<file path="src/rtl/nq_writeback.sv">
// Write-side driver for the NanoQuarter 8x16 register file: merges ALU results with
// in-order load returns, keeps the outstanding-load queue and a per-register busy map.
module nq_writeback #(
  parameter int LDQ_DEPTH = 4,
  parameter int DW        = 16,
  parameter int RW        = 3
) (
  input  logic              clk,
  input  logic              rst,
  input  logic              alu_valid,
  input  logic [RW-1:0]     alu_rd,
  input  logic [DW-1:0]     alu_data,
  output logic              alu_ready,
  input  logic              ld_issue,
  input  logic [RW-1:0]     ld_rd,
  input  logic              mem_valid,
  input  logic [DW-1:0]     mem_data,
  output logic              ldq_full,
  output logic [RW-1:0]     rd,
  output logic [DW-1:0]     data_out,
  output logic              wp,
  output logic [2**RW-1:0]  busy,
  output logic              err
);

  localparam int PW = $clog2(LDQ_DEPTH);
  localparam logic [PW:0] FULL_CNT = (PW+1)'(LDQ_DEPTH);

  logic [RW-1:0] queue_mem [LDQ_DEPTH];
  logic [PW-1:0] head_reg, tail_reg;
  logic [PW:0]   count_reg, count_next;
  logic          s1_valid_reg, s2_valid_reg;
  logic [RW-1:0] s1_rd_reg, s2_rd_reg;
  logic [DW-1:0] s1_data_reg, s2_data_reg;
  logic          err_reg;

  logic q_empty, push, pop, alu_win, win_valid;
  logic [RW-1:0] win_rd;
  logic [DW-1:0] win_data;
  logic [LDQ_DEPTH-1:0] entry_valid;

  assign q_empty   = (count_reg == '0);
  assign ldq_full  = (count_reg == FULL_CNT);
  // Memory cannot be stalled, so the ALU is refused whenever a return arrives,
  // even an erroneous one with the queue empty.
  assign alu_ready = !mem_valid;
  assign pop       = mem_valid && !q_empty;
  assign alu_win   = !mem_valid && alu_valid;
  assign win_valid = pop || alu_win;
  assign win_rd    = pop ? queue_mem[head_reg] : alu_rd;
  assign win_data  = pop ? mem_data : alu_data;
  // A full queue rejects a push even if the same cycle pops.
  assign push      = ld_issue && !ldq_full;

  always_comb begin
    count_next = count_reg;
    case ({push, pop})
      2'b10:   count_next = count_reg + (PW+1)'(1);
      2'b01:   count_next = count_reg - (PW+1)'(1);
      default: count_next = count_reg;
    endcase
  end

  always_ff @(posedge clk) begin
    if (push) queue_mem[tail_reg] <= ld_rd;
  end

  always_ff @(posedge clk or posedge rst) begin
    if (rst) begin
      head_reg     <= '0;
      tail_reg     <= '0;
      count_reg    <= '0;
      s1_valid_reg <= 1'b0;
      s1_rd_reg    <= '0;
      s1_data_reg  <= '0;
      s2_valid_reg <= 1'b0;
      s2_rd_reg    <= '0;
      s2_data_reg  <= '0;
      err_reg      <= 1'b0;
    end else begin
      if (push) tail_reg <= tail_reg + PW'(1);
      if (pop)  head_reg <= head_reg + PW'(1);
      count_reg    <= count_next;
      s1_valid_reg <= win_valid;
      if (win_valid) begin
        s1_rd_reg   <= win_rd;
        s1_data_reg <= win_data;
      end
      s2_valid_reg <= s1_valid_reg;
      if (s1_valid_reg) begin
        s2_rd_reg   <= s1_rd_reg;
        s2_data_reg <= s1_data_reg;
      end
      if ((ld_issue && ldq_full) || (mem_valid && q_empty)) err_reg <= 1'b1;
    end
  end

  // An entry is live when its distance from the head is below the occupancy.
  for (genvar gi = 0; gi < LDQ_DEPTH; gi++) begin : g_entry
    logic [PW-1:0] offset;
    assign offset          = PW'(gi) - head_reg;
    assign entry_valid[gi] = ({1'b0, offset} < count_reg);
  end

  always_comb begin
    busy = '0;
    for (int i = 0; i < LDQ_DEPTH; i++) begin
      if (entry_valid[i]) busy[queue_mem[i]] = 1'b1;
    end
    if (s1_valid_reg) busy[s1_rd_reg] = 1'b1;
    if (s2_valid_reg) busy[s2_rd_reg] = 1'b1;
  end

  assign rd       = s1_valid_reg ? s1_rd_reg : '0;
  assign data_out = s2_data_reg;
  assign wp       = s2_valid_reg;
  assign err      = err_reg;

endmodule
</file>
<file path="config.mk">
export PLATFORM = sky130hd
export DESIGN_NAME = nq_writeback
export DESIGN_NICKNAME = d
export VERILOG_FILES = /design/src/rtl/nq_writeback.sv
export SDC_FILE = /design/constraint.sdc
export NUM_CORES = 1
export LEC_CHECK = 0
export CAP_MARGIN = 10
export CORE_UTILIZATION = 35
export CTS_CLUSTER_DIAMETER = 60
export DETAILED_ROUTE_END_ITERATION = 8
export PLACE_DENSITY = 0.65
export SYNTH_ARGS = -nofsm -noshare
export SYNTH_HDL_FRONTEND = slang
export SYNTH_SLANG_ARGS = --single-unit
</file>
<file path="constraint.sdc">
create_clock -name clk -period 2.4 [get_ports clk]
set_input_delay 0.24 -clock clk [delete_from_list [all_inputs] [get_ports clk]]
set_output_delay 0.24 -clock clk [all_outputs]
set_load 0.05 [all_outputs]
</file>
After elaboration in Yosys (flattened, before gate mapping):

Memory sizes are Yosys's and may differ from the RTL's.
Index checks and enable logic that the tools add are counted.
Widths: inputs -> output; s select.

* register bits: 48
* RAM bits: 12
* output and inout port bits: 31
* logic and storage cells: 85
* memories: 1

Memory list
* queue_mem: depth 4, width 3, read ports 5, clocked after memory_dff 0, write ports 1, line 29 `logic [RW-1:0] queue_mem [LDQ_DEPTH];`

* add/subtract/negate cells: 8
* order comparisons: 16
* eq/ne operators: 3
* multiplexer cells: 24
* bitwise logic cells: 5
* reduce and logical (&&, ||, !) cells: 18

Operators by type and width (count)
* $mux 8: 6
* $or 8x8->8: 5
* $lt 3x4->1 const B: 6
* $demux 1 s3: 6
* $ge 3x1->1 const B: 6
* $mux 16: 1
* $lt 2x3->1: 4
* $logic_and 1x1->1: 11
* $mux 1: 8
* $mux 3: 2
* $pmux 3 s2: 1
* $add 2x1->2 const B: 2
* $sub 1x2->2 const A: 2
* $sub 2x2->2 const A: 2
* $add 3x1->3 const B: 1
* $eq 3x3->1 const B: 1
* $logic_not 1->1: 3
* $logic_not 3->1: 1
* $sub 3x1->3 const B: 1
* $eq 2x1->1 const B: 1
* $eq 2x2->1 const B: 1
* $logic_or 1x1->1: 2
* $reduce_bool 2->1: 1

Logic depth before layout (Yosys ltp):

* depth after elaboration: 15
* depth in mapped cells: 11
* gate-level depth less buffers: 10

Least setup slack after synthesis:

Ideal clock, no wire load.

* kind: flip-flop to output port
* from: register head_reg[1]
* to: output port busy[3]
* arrival: 3314 ps
* path slack: -1154 ps
* cell stages (with the launch flop): 8
* cell sequence: dfrtp_1 clkbuf_1 xnor2_1 inv_1 ha_1 nor2b_2 a211o_1 o311ai_0

* cells in the longest elaborated chain, start to end: 13

RTL lines
* start: declaration: line 30 `logic [PW-1:0] head_reg, tail_reg;`
* start signal: assignment: line 82 `if (pop) head_reg <= head_reg + PW'(1);`
* $sub 1x2->2: line 101 `assign offset = PW'(gi) - head_reg;`
* $lt 2x3->1: line 102 `assign entry_valid[gi] = ({1'b0, offset} < count_reg);`
* $mux 8: line 108 `if (entry_valid[i]) busy[queue_mem[i]] = 1'b1;`
* $or 8x8->8 (no source line)
* $mux 8: line 108
* $or 8x8->8 (no source line)
* $mux 8: line 108
* $or 8x8->8 (no source line)
* $mux 8 (*): line 108
* $or 8x8->8 (no source line)
* $mux 8 (*): line 110 `if (s1_valid_reg) busy[s1_rd_reg] = 1'b1;`
* $or 8x8->8 (no source line)
* $mux 8 (*): line 111 `if (s2_valid_reg) busy[s2_rd_reg] = 1'b1;`
* end: declaration: line 22 `output logic [2**RW-1:0] busy,`

Every way passes the cells marked *; elsewhere a longest branch is shown, timed or not.

Worst setup path in the final report:

* from: register head_reg[0]
* to: output port busy[6]

Same word-level chain as after synthesis.

==> flow_summary.json <==
{
  "placement_rows": 34,
  "number_of_global_route_vias_before_repair": 2591,
  "setup.worst_path.start": "head_reg[0]$_DFFE_PP0P_",
  "initial_util_pct": 36.3,
  "fmax_mhz": 385,
  "clock_tree.htree_level_count": 3,
  "detailedRoute.firstIterationViolations": 76,
  "violations_in_the_final_reports": "setup timing",
  "placement.setup.worst_slack_ns": 0.174,
  "synth_enable_flop_cells": 12,
  "dp.final_hpwl_mm": 5.31,
  "leakage_component_of_the_power_nw": 1.87,
  "antenna_found_initial": 0,
  "netlist_instances": 288,
  "hp-class": "input port to async pin",
  "nets": 432,
  "outcome": "finished, violations left",
  "slack_of_the_critical_path_ns": -0.197,
  "port-buffer-count": 73,
  "worst-endpoint-required_ns": 2.16,
  "post-route-drc-count": 0,
  "floorplan.io_pins": 74,
  "drive_above_1_share_pct": 25.3,
  "netlist_area_sq_mm": 0.00318,
  "diodes_inserted": 0,
  "fin_skew_ns": 0.0116,
  "clock_sinks": 60,
  "yosysWarnings": 0,
  "layout_common_cells": "clkdlybuf4s50_1 (61), dfrtp_1 (48), nor2_1 (26), mux2_2 (19), a21oi_1 (19)",
  "yosys.cell_types.count": 46,
  "max_cap_viol_count": 0,
  "async_reset_ff_share_pct": 80.0,
  "cts_inserted_buffers": 9,
  "vias_per_cell": 5.14,
  "critPathKind": "register to output pin",
  "totalPowerFinal_w": 0.00693,
  "vdd_ir_drop_max_uv": 758,
  "cts-root-buf": "clkbuf_8",
  "synth.net_count": 341,
  "worst_hold_slack_ns": 0.264,
  "core_region_area_sq_mm": 0.00876,
  "worst_setup_path_start_kind": "register",
  "slew_violations": 0,
  "timing.max_slew.rel_slack_pct": 64.2,
  "cts_hold_buffers": 0,
  "die_width_um": 97.3,
  "routedWlPerCell_um": 15.4,
  "setup.worst_path.end_class": "output pin",
  "pwr_density_cell_mw_per_mm2": 1510,
  "synth_seq_cells": 60,
  "floorplan.die_area_sq_mm": 0.00948,
  "dr_total_vias": 2529,
  "post-synth-top-area-cell": "dfrtp_1",
  "grt_max_degree": 49,
  "clk_transition_reported_paths_ns": 0.08,
  "timing_hold_violations_final": 0,
  "synth_seq_area_share_pct": 49.1,
  "rsz_0062_raised_after_global_routing": "true",
  "globalRouteOverflowTotal": 0,
  "clock_tree.buffer_depth": 2,
  "global_route.usage.total_pct": 16.6,
  "worst_r2r_startpoint": "count_reg[0]$_DFFE_PP0P_",
  "area_growth_syn_to_layout_pct": 44.3,
  "postSynth.topFlopCell": "dfrtp_1",
  "critPathMaxFanout": 3,
  "clock_latency_ns": 0.34,
  "setup_viol": 6,
  "synth.top_cell.area_share_pct": 37.8,
  "final_common_cell": "clkdlybuf4s50_1",
  "tritoncts": "done",
  "grt_first_pass_wirelength_mm": 12.5,
  "post-route-period-util_pct": 108,
  "min_period_ns": 2.60,
  "worst_pin_slew_ns": 0.536,
  "yosys-top-cells-area": "dfrtp_1 (38%), edfxtp_1 (11%), mux2_2 (6.7%)",
  "die-height_um": 97.3,
  "worst-endpoint-arrival_ns": 2.36,
  "drt_pre_antenna_iters": 4,
  "gp_congestion": 0.884,
  "antenna_left": 0,
  "post_syn_area_per_cell_sq_um": 11.0,
  "wirelength_mm": 7.58
}
==> cell type report <==
cell class,count,area (sq um)
clock buffer,10,128
clock inverter,6,63.8
fill,780,4170
inverter,19,73.8
multi-input combinational,197,1650
sequential,60,1560
tap,108,135
timing repair buffer,92,980
==> where the power goes <==
group / total, W / switching, W / internal (W)
Sequential: 0.00179 / 0.000351 / 0.00143
Clock: 0.000887 / 0.000407 / 0.000480
Combinational: 0.00426 / 0.00233 / 0.00193
Total: 0.00693 / 0.00309 / 0.00384
==> metal layers <==
| metal | track usage, % | vias to the layer above | part of all wire, % |
|---|---|---|---|
| met5 | 0 | - | 0 |
| met4 | 5.43 | 0 | 1.8 |
| met3 | 4.89 | 16 | 5.7 |
| met2 | 26.5 | 89 | 48 |
| met1 | 21.7 | 1212 | 45 |
| li1 | - | 1212 | - |
==> synthesized netlist by cell type, drive strengths merged, types with 2 or more instances <==
master and n:
mux2 19, nor2 26, ha 9, a21oi 20
nand2 14, o32ai 2, o22ai 5, mux4 3
nand3b 3, a32oi 2, inv 19, clkbuf 2
mux2i 18, nand4 6, xnor2 6, nor2b 8
nand2b 8, and2 6, dfrtp 48, o21ai 6
a31oi 4, a211oi 4, nand4b 3, nand3 9
a22oi 2, buf 10, nor3 3, edfxtp 12
==> metrics by stage <==
step / setup TNS [ns] / area, sq um / instances / util (%)
after CTS: -0.414 / 4490 / 491 / 51.2
after global routing: -1.16 / 4590 / 492 / 52.4
after global placement: 0 / 4210 / 473 / 48.1
final: -0.456 / 4590 / 492 / 52.4
after detailed placement: 0 / 4210 / 473 / 48.1
after floorplan: -0.00590 / 3210 / 288 / -
==> worst max-delay path: stages, from the launching register on <==
cell and delay, ns:
dfrtp_1 0.41, xnor2_2 0.19, inv_1 0.06, ha_1 0.27
nor2b_4 0.13, a211o_1 0.31, or3b_1 0.37, nand4_1 0.13
buf_12 0.15
==> worst paths after layout <==
path / slack (ns) / end / cells past startpoint
setup / recovery: -0.20 / busy[6] / 8
hold / removal: 0.26 / data_out[7]$_DFFE_PP0P_ / 3
setup reg to reg: 0.35 / count_reg[2]$_DFFE_PP0P_ / 9
hold reg to reg: 0.47 / err$_DFFE_PP0P_ / 1
max in group asynchronous: 1.92 / head_reg[1]$_DFFE_PP0P_ / 3
min in group clk: 0.47 / err$_DFFE_PP0P_ / 1
==> what timing repair did <==
item | 4_1_cts | 5_1_grt
pin swaps | 6 | 9
endpoints found under the setup margin | 8 | 8
buffers inserted | 3 | 2
gates resized for setup | 15 | 19
==> kinds of logic after synthesis <==
family,Yosys count,share of synthesized area [%]
xor gates and xnor gates,7,1.93
AOI/OAI and AO/OA,53,10.5
muxes,40,14.9
DFF,60,49.1
and+or+nand+nor,87,14.6
adders and majority gates,10,4.17
buffers and inverters,31,4.95
Power figures use the tool's default switching activity.
